$ cat src/rtl/mips_cpu_harvard_pc_sequencer_if.sv
// Fetch/PC sequencer bus.
// Bundles the transfer requests and the fetch-side outputs of the PC sequencer.
//   master : the decode/ALU side; drives the requests and observes the PC.
//   slave  : the sequencer itself.
// Signals:
//   clk_enable      global advance enable; 0 holds all sequencer state
//   stall           hold PC/state this cycle
//   branch_taken    conditional branch resolved taken; branch_offset = instr[15:0]
//   jump            J/JAL; jump_index = instr[25:0]
//   jump_reg        JR/JALR; jump_reg_target = rs value
//   instr_address   current PC
//   link_addr       PC+8
//   in_delay_slot   current instruction is a delay slot
//   active          1 while running
//   fault           sticky misaligned JR/JALR target
interface mips_cpu_harvard_pc_sequencer_if;
  logic        clk_enable;
  logic        stall;
  logic        branch_taken;
  logic [15:0] branch_offset;
  logic        jump;
  logic [25:0] jump_index;
  logic        jump_reg;
  logic [31:0] jump_reg_target;
  logic [31:0] instr_address;
  logic [31:0] link_addr;
  logic        in_delay_slot;
  logic        active;
  logic        fault;

  modport master (
    output clk_enable, stall, branch_taken, branch_offset, jump, jump_index,
           jump_reg, jump_reg_target,
    input  instr_address, link_addr, in_delay_slot, active, fault
  );

  modport slave (
    input  clk_enable, stall, branch_taken, branch_offset, jump, jump_index,
           jump_reg, jump_reg_target,
    output instr_address, link_addr, in_delay_slot, active, fault
  );
endinterface

$ cat src/rtl/mips_cpu_harvard_pc_sequencer.sv
// Fetch/PC controller for the Harvard MIPS core.
// Owns the PC, branch-delay-slot sequencing, the halt condition and the active flag.
// Ports:
//   i_clk    core clock, rising edge
//   i_reset  synchronous reset, active-low (0 = reset)
//   io_bus   sequencer bus (slave side), see mips_cpu_harvard_pc_sequencer_if
// A transfer request taken in RUN latches its target, steps through one delay slot
// (DELAY) and then loads the target. A target equal to HALT_ADDR, or a misaligned
// JR/JALR target, stops the core in HALT until reset.
module mips_cpu_harvard_pc_sequencer #(
  parameter logic [31:0] RESET_VECTOR = 32'hBFC00000,
  parameter logic [31:0] HALT_ADDR    = 32'h00000000
) (
  input logic                           i_clk,
  input logic                           i_reset,
  mips_cpu_harvard_pc_sequencer_if.slave io_bus
);

  typedef enum logic [1:0] {StRun, StDelay, StHalt} state_e;

  state_e      r_state;
  logic [31:0] r_pc;
  logic [31:0] r_target;
  logic        r_active;
  logic        r_fault;

  state_e      w_state_next;
  logic [31:0] w_pc_next;
  logic [31:0] w_target_next;
  logic        w_active_next;
  logic        w_fault_next;

  logic        w_adv;
  logic [31:0] w_pc_plus4;
  logic [31:0] w_branch_target;
  logic [31:0] w_jump_target;

  assign w_adv = io_bus.clk_enable & ~io_bus.stall & (r_state != StHalt);

  assign w_pc_plus4      = r_pc + 32'd4;
  // Word offset: sign-extend then scale by 4, relative to the delay-slot address.
  assign w_branch_target = w_pc_plus4 +
                           {{14{io_bus.branch_offset[15]}}, io_bus.branch_offset, 2'b00};
  assign w_jump_target   = {w_pc_plus4[31:28], io_bus.jump_index, 2'b00};

  always_comb begin
    w_state_next  = r_state;
    w_pc_next     = r_pc;
    w_target_next = r_target;
    w_active_next = r_active;
    w_fault_next  = r_fault;

    if (w_adv) begin
      unique case (r_state)
        StRun: begin
          w_pc_next = w_pc_plus4;
          if (io_bus.jump_reg) begin
            if (io_bus.jump_reg_target[1:0] != 2'b00) begin
              // Misaligned register target: stop before the delay slot runs.
              w_pc_next     = r_pc;
              w_fault_next  = 1'b1;
              w_active_next = 1'b0;
              w_state_next  = StHalt;
            end else begin
              w_target_next = io_bus.jump_reg_target;
              w_state_next  = StDelay;
            end
          end else if (io_bus.jump) begin
            w_target_next = w_jump_target;
            w_state_next  = StDelay;
          end else if (io_bus.branch_taken) begin
            w_target_next = w_branch_target;
            w_state_next  = StDelay;
          end
        end
        StDelay: begin
          // Requests from the delay-slot instruction are deliberately ignored.
          w_pc_next = r_target;
          if (r_target == HALT_ADDR) begin
            w_active_next = 1'b0;
            w_state_next  = StHalt;
          end else begin
            w_state_next  = StRun;
          end
        end
        default: begin
          w_state_next = r_state;
        end
      endcase
    end
  end

  always_ff @(posedge i_clk) begin
    if (!i_reset) begin
      r_state  <= StRun;
      r_pc     <= RESET_VECTOR;
      r_target <= 32'd0;
      r_active <= 1'b1;
      r_fault  <= 1'b0;
    end else begin
      r_state  <= w_state_next;
      r_pc     <= w_pc_next;
      r_target <= w_target_next;
      r_active <= w_active_next;
      r_fault  <= w_fault_next;
    end
  end

  assign io_bus.instr_address = r_pc;
  assign io_bus.link_addr     = r_pc + 32'd8;
  assign io_bus.in_delay_slot = (r_state == StDelay);
  assign io_bus.active        = r_active;
  assign io_bus.fault         = r_fault;

endmodule

$ cat src/flat_wrapper.sv
// flat-port wrapper written by rule: the top's interface ports become plain ports
module mips_cpu_harvard_pc_sequencer_flat 
#(
  parameter logic [31:0] RESET_VECTOR = 32'hBFC00000,
  parameter logic [31:0] HALT_ADDR    = 32'h00000000
)
  (i_clk, i_reset, io_bus_clk_enable, io_bus_stall, io_bus_branch_taken, io_bus_branch_offset, io_bus_jump, io_bus_jump_index, io_bus_jump_reg, io_bus_jump_reg_target, io_bus_instr_address, io_bus_link_addr, io_bus_in_delay_slot, io_bus_active, io_bus_fault);
  mips_cpu_harvard_pc_sequencer_if io_bus_i ();
  input logic i_clk;
  input logic i_reset;
  input wire logic [$bits(io_bus_i.clk_enable)-1:0] io_bus_clk_enable;
  input wire logic [$bits(io_bus_i.stall)-1:0] io_bus_stall;
  input wire logic [$bits(io_bus_i.branch_taken)-1:0] io_bus_branch_taken;
  input wire logic [$bits(io_bus_i.branch_offset)-1:0] io_bus_branch_offset;
  input wire logic [$bits(io_bus_i.jump)-1:0] io_bus_jump;
  input wire logic [$bits(io_bus_i.jump_index)-1:0] io_bus_jump_index;
  input wire logic [$bits(io_bus_i.jump_reg)-1:0] io_bus_jump_reg;
  input wire logic [$bits(io_bus_i.jump_reg_target)-1:0] io_bus_jump_reg_target;
  output wire logic [$bits(io_bus_i.instr_address)-1:0] io_bus_instr_address;
  output wire logic [$bits(io_bus_i.link_addr)-1:0] io_bus_link_addr;
  output wire logic [$bits(io_bus_i.in_delay_slot)-1:0] io_bus_in_delay_slot;
  output wire logic [$bits(io_bus_i.active)-1:0] io_bus_active;
  output wire logic [$bits(io_bus_i.fault)-1:0] io_bus_fault;
  assign io_bus_i.clk_enable = io_bus_clk_enable;
  assign io_bus_i.stall = io_bus_stall;
  assign io_bus_i.branch_taken = io_bus_branch_taken;
  assign io_bus_i.branch_offset = io_bus_branch_offset;
  assign io_bus_i.jump = io_bus_jump;
  assign io_bus_i.jump_index = io_bus_jump_index;
  assign io_bus_i.jump_reg = io_bus_jump_reg;
  assign io_bus_i.jump_reg_target = io_bus_jump_reg_target;
  assign io_bus_instr_address = io_bus_i.instr_address;
  assign io_bus_link_addr = io_bus_i.link_addr;
  assign io_bus_in_delay_slot = io_bus_i.in_delay_slot;
  assign io_bus_active = io_bus_i.active;
  assign io_bus_fault = io_bus_i.fault;
  mips_cpu_harvard_pc_sequencer #(.RESET_VECTOR(RESET_VECTOR), .HALT_ADDR(HALT_ADDR)) u_core (.i_clk(i_clk), .i_reset(i_reset), .io_bus(io_bus_i));
endmodule
$ cat config.mk
export PLATFORM = sky130hd
export DESIGN_NAME = mips_cpu_harvard_pc_sequencer_flat
export DESIGN_NICKNAME = d
export VERILOG_FILES = /design/src/rtl/mips_cpu_harvard_pc_sequencer_if.sv /design/src/rtl/mips_cpu_harvard_pc_sequencer.sv /design/src/flat_wrapper.sv
export SDC_FILE = /design/constraint.sdc
export NUM_CORES = 1
export LEC_CHECK = 0
export ABC_CLOCK_PERIOD_IN_PS = 4300
export CORE_ASPECT_RATIO = 1.75
export CORE_MARGIN = 2
export CORE_UTILIZATION = 52
export CTS_CLUSTER_DIAMETER = 200
export DETAILED_ROUTE_END_ITERATION = 12
export GPL_TIMING_DRIVEN = 1
export HOLD_SLACK_MARGIN = 0.05
export PLACE_DENSITY = 0.83
export SYNTH_ARGS = -nofsm -noshare
export SYNTH_HDL_FRONTEND = slang
export SYNTH_SLANG_ARGS = --single-unit
export TNS_END_PERCENT = 30
$ cat constraint.sdc
create_clock -name i_clk -period 4.3 [get_ports i_clk]
set_clock_uncertainty 0.1 [all_clocks]
set_input_delay 0.43 -clock i_clk [delete_from_list [all_inputs] [get_ports i_clk]]
set_output_delay 0.43 -clock i_clk [all_outputs]
set_load 0.005 [all_outputs]
== After elaboration in Yosys (flattened, before gate mapping) ==
Index checks and enable logic that the tools add are counted.
Cells by class
  $add $sub $neg: 3
  bitwise logic cells: 3
  muxes and demuxes: 17
  equal/unequal tests: 8
  reduce and logical (&&, ||, !) cells: 10
Operators by type and width (number)
  $mux W32: 6
  $pmux W32 S2: 1
  $add A32 B3 Y32 const B: 1
  $add A32 B32 Y32: 1
  $add A32 B4 Y32 const B: 1
  $logic_not A32 Y1: 1
  $mux W2: 5
  $reduce_and A4 Y1: 2
  $ne A2 B2 Y1 const B: 3
  $reduce_and A3 Y1: 2
  $reduce_and A5 Y1: 1
  $ne A2 B1 Y1 const B: 2
  $ne A4 B4 Y1 const B: 1
  $pmux W2 S2: 1
  $reduce_bool A2 Y1: 2
  $mux W1: 3
  $ne A3 B3 Y1 const B: 1
  $reduce_bool A3 Y1: 1
  $and A1 B1 Y1: 2
  $eq A2 B1 Y1 const B: 1
  $logic_not A2 Y1: 1
  $pmux W1 S2: 1
  $not A1 Y1: 1
Word-level totals
  word-level logic and storage cells: 46
  output and inout port bits: 67
  bits of input ports: 81
  register bits after elaboration: 68

== Depth between registers and ports, before layout ==
Gate-level depths: netlist of run 1.
  depth in word-level cells: 5
  gate-level depth with buffers: 18

== Least setup slack after synthesis of run 1 ==
No wires, ideal clock.
  kind: register to register
  start: register u_core.r_pc[4], in the netlist u_core.io_bus.instr_address[4]
  end: register u_core.r_target[31]
  path buffers: 1
  path slack: 0.499 ns
  stages on the path, launching flop included: 16
  period minus slack after synthesis: 3.801 ns
  arrival: 3.577 ns
  cell sequence: dfxtp_1 -> ha_1 -> nand2_1 -> or4_1 -> nor4_2 -> nand2_1 -> xnor2_1 -> ha_1 -> clkbuf_1 -> and3_1 -> and4_1 -> nand3_1 -> o21ai_0 -> o21ba_2 -> o311ai_1 -> o21ai_1
On the way
  longest elaborated chain between the ends: 5
RTL lines
  start, declared: line mips_cpu_harvard_pc_sequencer.sv:22  | logic [31:0] r_pc;
  start signal, assigned: line mips_cpu_harvard_pc_sequencer.sv:102  | r_pc <= w_pc_next;
  $add A32 B3 Y32 *: line mips_cpu_harvard_pc_sequencer.sv:40  | assign w_pc_plus4 = r_pc + 32'd4;
  $add A32 B32 Y32: line mips_cpu_harvard_pc_sequencer.sv:42  | assign w_branch_target = w_pc_plus4 +
  $mux W32: line mips_cpu_harvard_pc_sequencer.sv:71  | end else if (io_bus.branch_taken) begin
  $mux W32 *: line mips_cpu_harvard_pc_sequencer.sv:68  | end else if (io_bus.jump) begin
  $mux W32 *: line mips_cpu_harvard_pc_sequencer.sv:57  | if (io_bus.jump_reg) begin
  end signal, assigned: line mips_cpu_harvard_pc_sequencer.sv:103  | r_target <= w_target_next;
  end, declared: line mips_cpu_harvard_pc_sequencer.sv:23  | logic [31:0] r_target;
Every way passes the cells marked *; elsewhere a longest branch is shown, timed or not. The select of a mux whose other input is x is not followed.
A chain may end at the register's enable or synchronous reset.

== Worst setup path in the final report of run 1 ==
  start: register u_core.r_pc[3], in the netlist u_core.io_bus.instr_address[3]
  end: register u_core.r_target[29]
The elaborated chain is that of the path after synthesis.

==> metrics list, run 1 <==
- Status: finished clean
- Maximum operating frequency: 245 MHz
- By area, the combinational part of the netlist is dominated by simple AND/OR/NAND/NOR gates.
* Wirelength per Cell: 19.0 um
- The worst-case IR drop observed on VDD is 178 uV.
- Nature of the critical path endpoint: flip-flop
- The worst hold path terminates at u_core.io_bus.active.
* Gpl congestion: 0.973
- Reg2reg end: u_core.r_target[29]
* Actual transition at the worst max-transition pin: 1040 ps
- The worst setup path is launched from a flip-flop.
- Hold is met by 369 ps.
- In this run the standard cell core region covers 12000 um^2.
- The number of global-route vias before repair is 6778.
- The final route contains 7202 vias.
* Total routed wirelength: 22.3 mm
* Final period demand of the worst path: 4080 ps
- Port buffering added 147 buffers.
* Antenna fix cells: 0
- Multiplexer share of the synthesized area: 1.90%
- Master of the slowest instance on the critical path: sky130_fd_sc_hd__xor2_1
- Net count after synthesis: 1003
* Sink Count: 68
- The worst hold path begins at u_core.io_bus.active.
* Share of final-layout standard cells stronger than drive strength 1: 8.20%
* Antenna violations before repair: 0
* Placed wire-length estimate: 17.4 mm
* Share of synthesized cell area in and, or, nand and nor gates: 27.9%
- Layout-stage area growth over the synthesis result: 32.1%
* Proportion of register bits with asynchronous set or reset after synthesis: 0%
* CTS H-tree lvls: 3
- Area of the die: 13200 um^2
* Flop-to-flop setup slack: 220 ps
- At the later pin of the worst-skew pair, clock insertion delay measures 340 ps.
- Worst Reg-to-Reg Cells: 15
- Cell breakdown of the critical path: ha_1 > and3_1 > and4_1 > nand3_2 > nor2_1 > xor2_1 > ha_1 > a21oi_1 > o21ai_0 > o221ai_2 > nand3b_1 > o21ai_0 > nand3b_1 > mux2i_1 > o31ai_1
- Mapped Avg Cell Area: 7.22 um^2
- For this design the static power due to leakage is 3.38 nW.
* Maximum count of clock buffers along a single path: 2
- Data on the critical path is required at its endpoint by 4430 ps.
- Finish-stage setup viols: 0
* Worst setup path class: reg2reg
- Clock-pin slew was measured on the worst setup and hold paths at 70 ps.
- In this run the power density over the cells is 240 nW/um^2.
- GRT Residual Overflow: 0
- The initial utilization of the core area, before any placement, comes to 53.2%.
- Master cell of the clock root buffer: sky130_fd_sc_hd__clkbuf_16
* Drt via density: 6.12
* Total chip power: 2.02 mW
- For this design the top-level I/O count stands at 148.
- Entering global routing, the biggest net connects 46 pins.
- Quantity of hold-fixing buffers added after cts: 0
- The first global-routing pass estimated 34.8 mm of wire.
- EDFF count, synth: 0
- The number of clock buffers added by TritonCTS is 9.
- # nets final: 1126
- Crit-path max FO: 7
* Remaining design rule violation count: 0
* Critical path data arrival time: 4210 ps
- After synthesis the netlist holds a flip-flop and latch count of 68.
- Detailed Route Iter0 Violations: 510
- The number of max-slew violations in the final report is 0.
- After layout, the worst path uses 94.9% of the clock period.
* Post-CTS setup repair buffer count: 0
- Most common flop cell mapped by yosys: sky130_fd_sc_hd__dfxtp_1
- Relative max-transition margin: 30.2%
- In this run the critical register-to-register path is launched from u_core.io_bus.instr_address[3].
- Number of filler instances in the final layout: 974
* Cell depth of the worst hold path: 2
- The synthesized netlist devotes 7.57% of its cell area to adder and majority cells.
- Hold crit path type: reg2reg
- Across the run, the number of max-cap violations was 0.
- The Yosys step of the flow raised 0 warnings.
- Setup repair after global routing missed its margin: yes
- Measured on the finished design, the core utilization comes to 70.2%.
- On the worst path, the slowest cell contributes a delay of 430 ps.
- Of the synthesized area, sequential elements account for 21.3%.
- Once the clock tree was built, the resizer swapped 2 gates to a different size.
- The initialized floorplan defines 53 standard-cell rows.
- Broken down by cell family, the worst path's largest delay share belongs to simple AND/OR/NAND/NOR gates.
- Of the total synthesized cell area, the portion taken by XOR and XNOR cells is 9.98%.
* Die height: 151 um
- The cell area that synthesis handed to floorplanning was 6380 um^2.
- Die X-Extent: 87.7 um
- Count of endpoints failing hold in the final timing report: 0
* Buffering stage count on the worst path with inverters included: 0
* TritonCTS clock tree: built
* Number of nets still failing antenna checks after routing: 0
- Compound-cell area share of the yosys netlist: 25.6%
- In the synthesized netlist, the number of instances is 884.
* First-pass detailed-route iteration total: 5
* Count of different cell masters after synthesis: 71
- Global routing used 33.8% of the available tracks.
[placed cells by master, fill, tap and decap left out, types with 15 or more instances in the layout]
cell	count
sky130_fd_sc_hd__clkdlybuf4s50_1	147
sky130_fd_sc_hd__nand2_1	118
sky130_fd_sc_hd__nor2_1	75
sky130_fd_sc_hd__o21ai_0	71
sky130_fd_sc_hd__dfxtp_1	68
sky130_fd_sc_hd__a21oi_1	41
sky130_fd_sc_hd__xnor2_1	37
sky130_fd_sc_hd__ha_1	35
sky130_fd_sc_hd__buf_4	35
sky130_fd_sc_hd__xor2_1	28
sky130_fd_sc_hd__and2_1	25
sky130_fd_sc_hd__nand4_1	20
sky130_fd_sc_hd__o211ai_1	20
sky130_fd_sc_hd__nand3_1	17
sky130_fd_sc_hd__nor3_1	15
sky130_fd_sc_hd__a21boi_0	15
[through the flow]
| step | cell area [um^2] | setup slack, ps | cells | setup TNS [ps] |
|---|---|---|---|---|
| after floorplan | 6380 | 499 | 884 | 0 |
| after global placement | 8020 | 18.4 | 1161 | 0 |
| after detailed placement | 8020 | -47.7 | 1161 | -47.7 |
| after CTS | 8370 | 81.4 | 1177 | 0 |
| after global routing | 8430 | -99.2 | 1177 | -198 |
| final | 8430 | 219 | 1177 | 0 |
[sequential cells by signal, summed over array words and instances (netlist names)]
register,count
u_core.io_bus.active,1
u_core.io_bus.fault,1
u_core.io_bus.instr_address,32
u_core.r_state,2
u_core.r_target,32
[routing by layer]
layer | track usage [%] | part of all wire, % | vias to the layer above | wire length [um]
met1 | 40.9 | 39 | 3368 | 8670
li1 | - | - | 3436 | -
met2 | 59.8 | 51 | 341 | 11400
met4 | 13.1 | 3.6 | 0 | 796
met3 | 3.73 | 6.5 | 57 | 1440
met5 | 0 | 0 | - | 0
[cell type report]
class	instances	area [um^2]	share of cell area, %
Multi-Input combinational cell	731	4720	56.0
Timing Repair Buffer	182	1730	20.6
Sequential cell	68	1360	16.1
Clock buffer	9	225	2.67
Tap cell	165	206	2.45
Clock inverter	7	123	1.45
Inverter	15	56.3	0.668
[cells by family after synthesis]
logic type / after synthesis
flip-flops: 68
AO/OA/AOI/OAI: 253
XOR/XNOR: 71
adder cells (fa/ha/maj): 38
multiplexers: 12
buffers and inverters: 85
AND/OR/NAND/NOR: 357
[cell usage after synthesis, drive strengths merged, types with 19 or more instances]
master    n  share of area, %
nor2     78               4.6
and2     25               2.5
dfxtp    68                21
clkbuf   51               3.0
nand4    22               2.4
o21ai    76               6.0
xnor2    42               5.9
o211ai   20               2.4
xor2     29               4.1
a21oi    41               3.2
nand2   118               6.9
ha       37               7.3
buf      19               1.8
[where the power goes]
part	internal [mW]	switching (mW)
registers	0.654	0.0284
clock network	0.571	0.308
logic	0.217	0.243
total	1.44	0.579
[worst min-delay path, delay by kind of cell, from the launching register on]
family           cells  cell delay [ps]
AND/OR/NAND/NOR      2              110
flip-flops           1              310
[how the worst max path moves through the flow]
stage                                   startpoint             endpoint  slack, ps  depth (start not counted)
CTS                 u_core.io_bus.instr_address[3]  u_core.r_target[29]         80                         15
detailed placement  u_core.io_bus.instr_address[3]  u_core.r_target[29]        -50                         15
floorplan           u_core.io_bus.instr_address[4]  u_core.r_target[31]        500                         15
global placement    u_core.io_bus.instr_address[3]  u_core.r_target[29]         20                         15
finish              u_core.io_bus.instr_address[3]  u_core.r_target[29]        220                         15
global route        u_core.io_bus.instr_address[3]  u_core.r_target[28]       -100                         14
Power figures use the tool's default switching activity.
==> run 2: changes to the inputs <==
Settings changed: SKIP_LAST_GASP set to 1.
==> run 2 against run 1 <==
  * Die area unchanged
  * Sequential share of layout area about the same
  * Wire length about the same
  * Clock power about the same
  * Worst setup slack worse by 35 ps
  * First-iteration DRC count down 3.9%
  * Critical path type unchanged
  * Critical endpoint unchanged
  * Largest power group unchanged
==> metrics list, run 2 (synthesis gave the netlist of run 1 again) <==
* Status: finished clean (unchanged)
- GRT Total Usage: 33.8% (unchanged)
* Detailed Route Iter0 Violations: 490 (was 510)
- The final-layout worst hold slack came to 367 ps (was 369 ps).
- Reg area: 1360 um^2 (unchanged)
* Die height: 151 um (unchanged)
- Worst VDD drop: 179 uV (was 178 uV)
- The maximum number of pins on one net before global-route repair came to 46 (unchanged).
- The routed wire length per instance came to 19.0 um (about the same).
* Starting density of the core: 53.2% (unchanged)
* Gpl congestion: 0.973 (unchanged)
- Floorplan Core Area: 12000 um^2 (unchanged)
- The H-tree depth reported by CTS was 3 (unchanged).
- Pwr Density: 240 nW/um^2 (about the same)
- The total wire length after detailed routing came to 22.3 mm (about the same).
- The number of port buffers was 147 (unchanged).
* Worst Setup Start Kind: flip-flop (unchanged)
- Crit-path max FO: 7 (unchanged)
* Setup total negative slack: 0 ps (unchanged)
- Final cycle utilization of the critical path: 95.7% (was 94.9%)
* Remaining design rule violation count: 0 (unchanged)
* Master cell of the clock root buffer: sky130_fd_sc_hd__clkbuf_16 (unchanged)
- Nature of the critical path endpoint: flip-flop (unchanged)
- Via count: 7226 (was 7202)
- Wire length of the first global-routing pass: 34.8 mm (unchanged)
* Post-CTS setup repair buffer count: 0 (unchanged)
* Worst setup path class: reg2reg (unchanged)
- First-pass detailed-route iteration total: 5 (unchanged)
* Number of CTS-inserted buffers: 9 (unchanged)
- Die X-Extent: 87.7 um (unchanged)
- The area enclosed by the die boundary is 13200 um^2 (unchanged).
- The filler cell count in the final layout came to 977 (was 974).
- Count of endpoints failing hold in the final timing report: 0 (unchanged)
* Multi-input logic area: 4720 um^2 (about the same)
- Setup repair after global routing missed its margin: yes (unchanged)
* # nets final: 1126 (unchanged)
- Final period demand of the worst path: 4120 ps (was 4080 ps)
- TritonCTS clock tree: built (unchanged)
- Relative max-transition margin: 30.9% (was 30.2%)
* Antenna fix cells: 0 (unchanged)
- The setup-violating endpoint count in the final report was 0 (unchanged).
- Instance count after placement with tap cells included: 1161 (unchanged)
- The maximum clock frequency came to 243 MHz (was 245 MHz).
- The number of placed I/O pins is 148 (unchanged).
- The number of max-slew violations in the final report is 0 (unchanged).
* Total number of placement rows: 53 (unchanged)
- The clock sink count is 68 (unchanged).
- Antenna violations before repair: 0 (unchanged)
- Highest-count cells in the layout ignoring fill and taps: sky130_fd_sc_hd__clkdlybuf4s50_1 (147), sky130_fd_sc_hd__nand2_1 (118), sky130_fd_sc_hd__nor2_1 (75) (unchanged)
- Number of non-filler instances in the completed layout: 1177 (unchanged)
* GRT Residual Overflow: 0 (unchanged)
* Hold crit path type: reg2reg (unchanged)
- The fraction of final layout cells with drive strength greater than 1 was 8.10% (was 8.20%).
* MaxCap Viol Count: 0 (unchanged)
- The clock insertion delay at the later pin of the skew report was 340 ps (about the same).
- Number of nets still failing antenna checks after routing: 0 (unchanged)
- The number of global-route vias before repair came to 6778 (unchanged).
- The maximum count of clock buffers along a single path came to 2 (unchanged).
- The transition time at the pin with the least slew margin was 1030 ps (was 1040 ps).
- Quantity of hold-fixing buffers added after cts: 0 (unchanged)
- Layout-stage area growth over the synthesis result: 32.0% (was 32.1%)
- The leading cell type in the layout, fill and taps excluded was sky130_fd_sc_hd__clkdlybuf4s50_1 (unchanged).
- The arrival time at the worst endpoint is 4250 ps (was 4210 ps).
- Drt via density: 6.14 (was 6.12)
- The critical path data required time was 4430 ps (about the same).
- Placed wire-length estimate: 17.4 mm (unchanged)
- The post-CTS clock slew at the launch and capture registers of the worst setup and hold paths is 70 ps (about the same).
- Leakage: 3.37 nW (was 3.38 nW)
[run 2: cell counts in the layout (fill, tap and decap cells not counted)]
Identical to the previous run, type by type.
[run 2: report_power, final]
| part | internal, mW | leakage [nW] | switching (mW) |
|---|---|---|---|
| combinational | 0.217 | 2.66 | 0.243 |
| clock | 0.570 | 0.163 | 0.306 |
| sequential | 0.654 | 0.552 | 0.0282 |
| total | 1.44 | 3.37 | 0.577 |
[run 2: what timing repair did]
| item | in CTS | in global routing |
|---|---|---|
| cloned | 0 | 0 |
| endpoints found under the setup margin | 1 | 7 |
| gates resized for setup | 2 | 11 |
[run 2: worst paths after layout]
path	from	to	slack, ps	depth (start not counted)
setup / recovery	u_core.io_bus.instr_address[3]	u_core.r_target[29]	180	15
hold / removal	u_core.io_bus.active	u_core.io_bus.active	370	2
setup reg to reg	u_core.io_bus.instr_address[3]	u_core.r_target[29]	180	15
hold reg to reg	u_core.io_bus.active	u_core.io_bus.active	370	2
[run 2: layer usage]
| layer | global-route usage, % | vias to the layer above | wire length, um |
|---|---|---|---|
| met5 | 0 | - | 0 |
| met4 | 13.1 | 0 | 806 |
| met3 | 3.73 | 59 | 1350 |
| met2 | 59.8 | 350 | 11400 |
| met1 | 40.9 | 3379 | 8750 |
| li1 | - | 3438 | - |
[run 2: through the flow]
step                cell area [um^2]  power [mW]  util [%]  setup WS [ps]
finish                          8420        2.02      70.2            184
global placement                8020        1.14      66.8           18.4
CTS                             8370        2.01      69.8           81.4
global route                    8420        2.08      70.2          -99.2
detailed placement              8020        1.14      66.8          -47.7
floorplan                       6380       0.946         -            499
[run 2: critical path, cell delays in order (launching register included)]
cell and delay (ps):
sky130_fd_sc_hd__dfxtp_1 400, sky130_fd_sc_hd__ha_1 220, sky130_fd_sc_hd__and3_1 190, sky130_fd_sc_hd__and4_1 240, sky130_fd_sc_hd__nand3_2 230, sky130_fd_sc_hd__nor2_1 180
sky130_fd_sc_hd__xor2_1 430, sky130_fd_sc_hd__ha_1 370, sky130_fd_sc_hd__a21oi_1 200, sky130_fd_sc_hd__o21ai_0 250, sky130_fd_sc_hd__o221ai_2 320, sky130_fd_sc_hd__nand3b_1 100
sky130_fd_sc_hd__o21ai_0 250, sky130_fd_sc_hd__nand3b_1 170, sky130_fd_sc_hd__mux2i_1 240, sky130_fd_sc_hd__o31ai_1 100
[run 2: layout make-up]
cell class | count | area share (%)
inverter | 15 | 0.669
sequential | 68 | 16.2
clock buffer | 9 | 2.67
tap | 165 | 2.45
multi-input combinational | 731 | 56.0
timing repair buffer | 182 | 20.6
clock inverter | 7 | 1.46
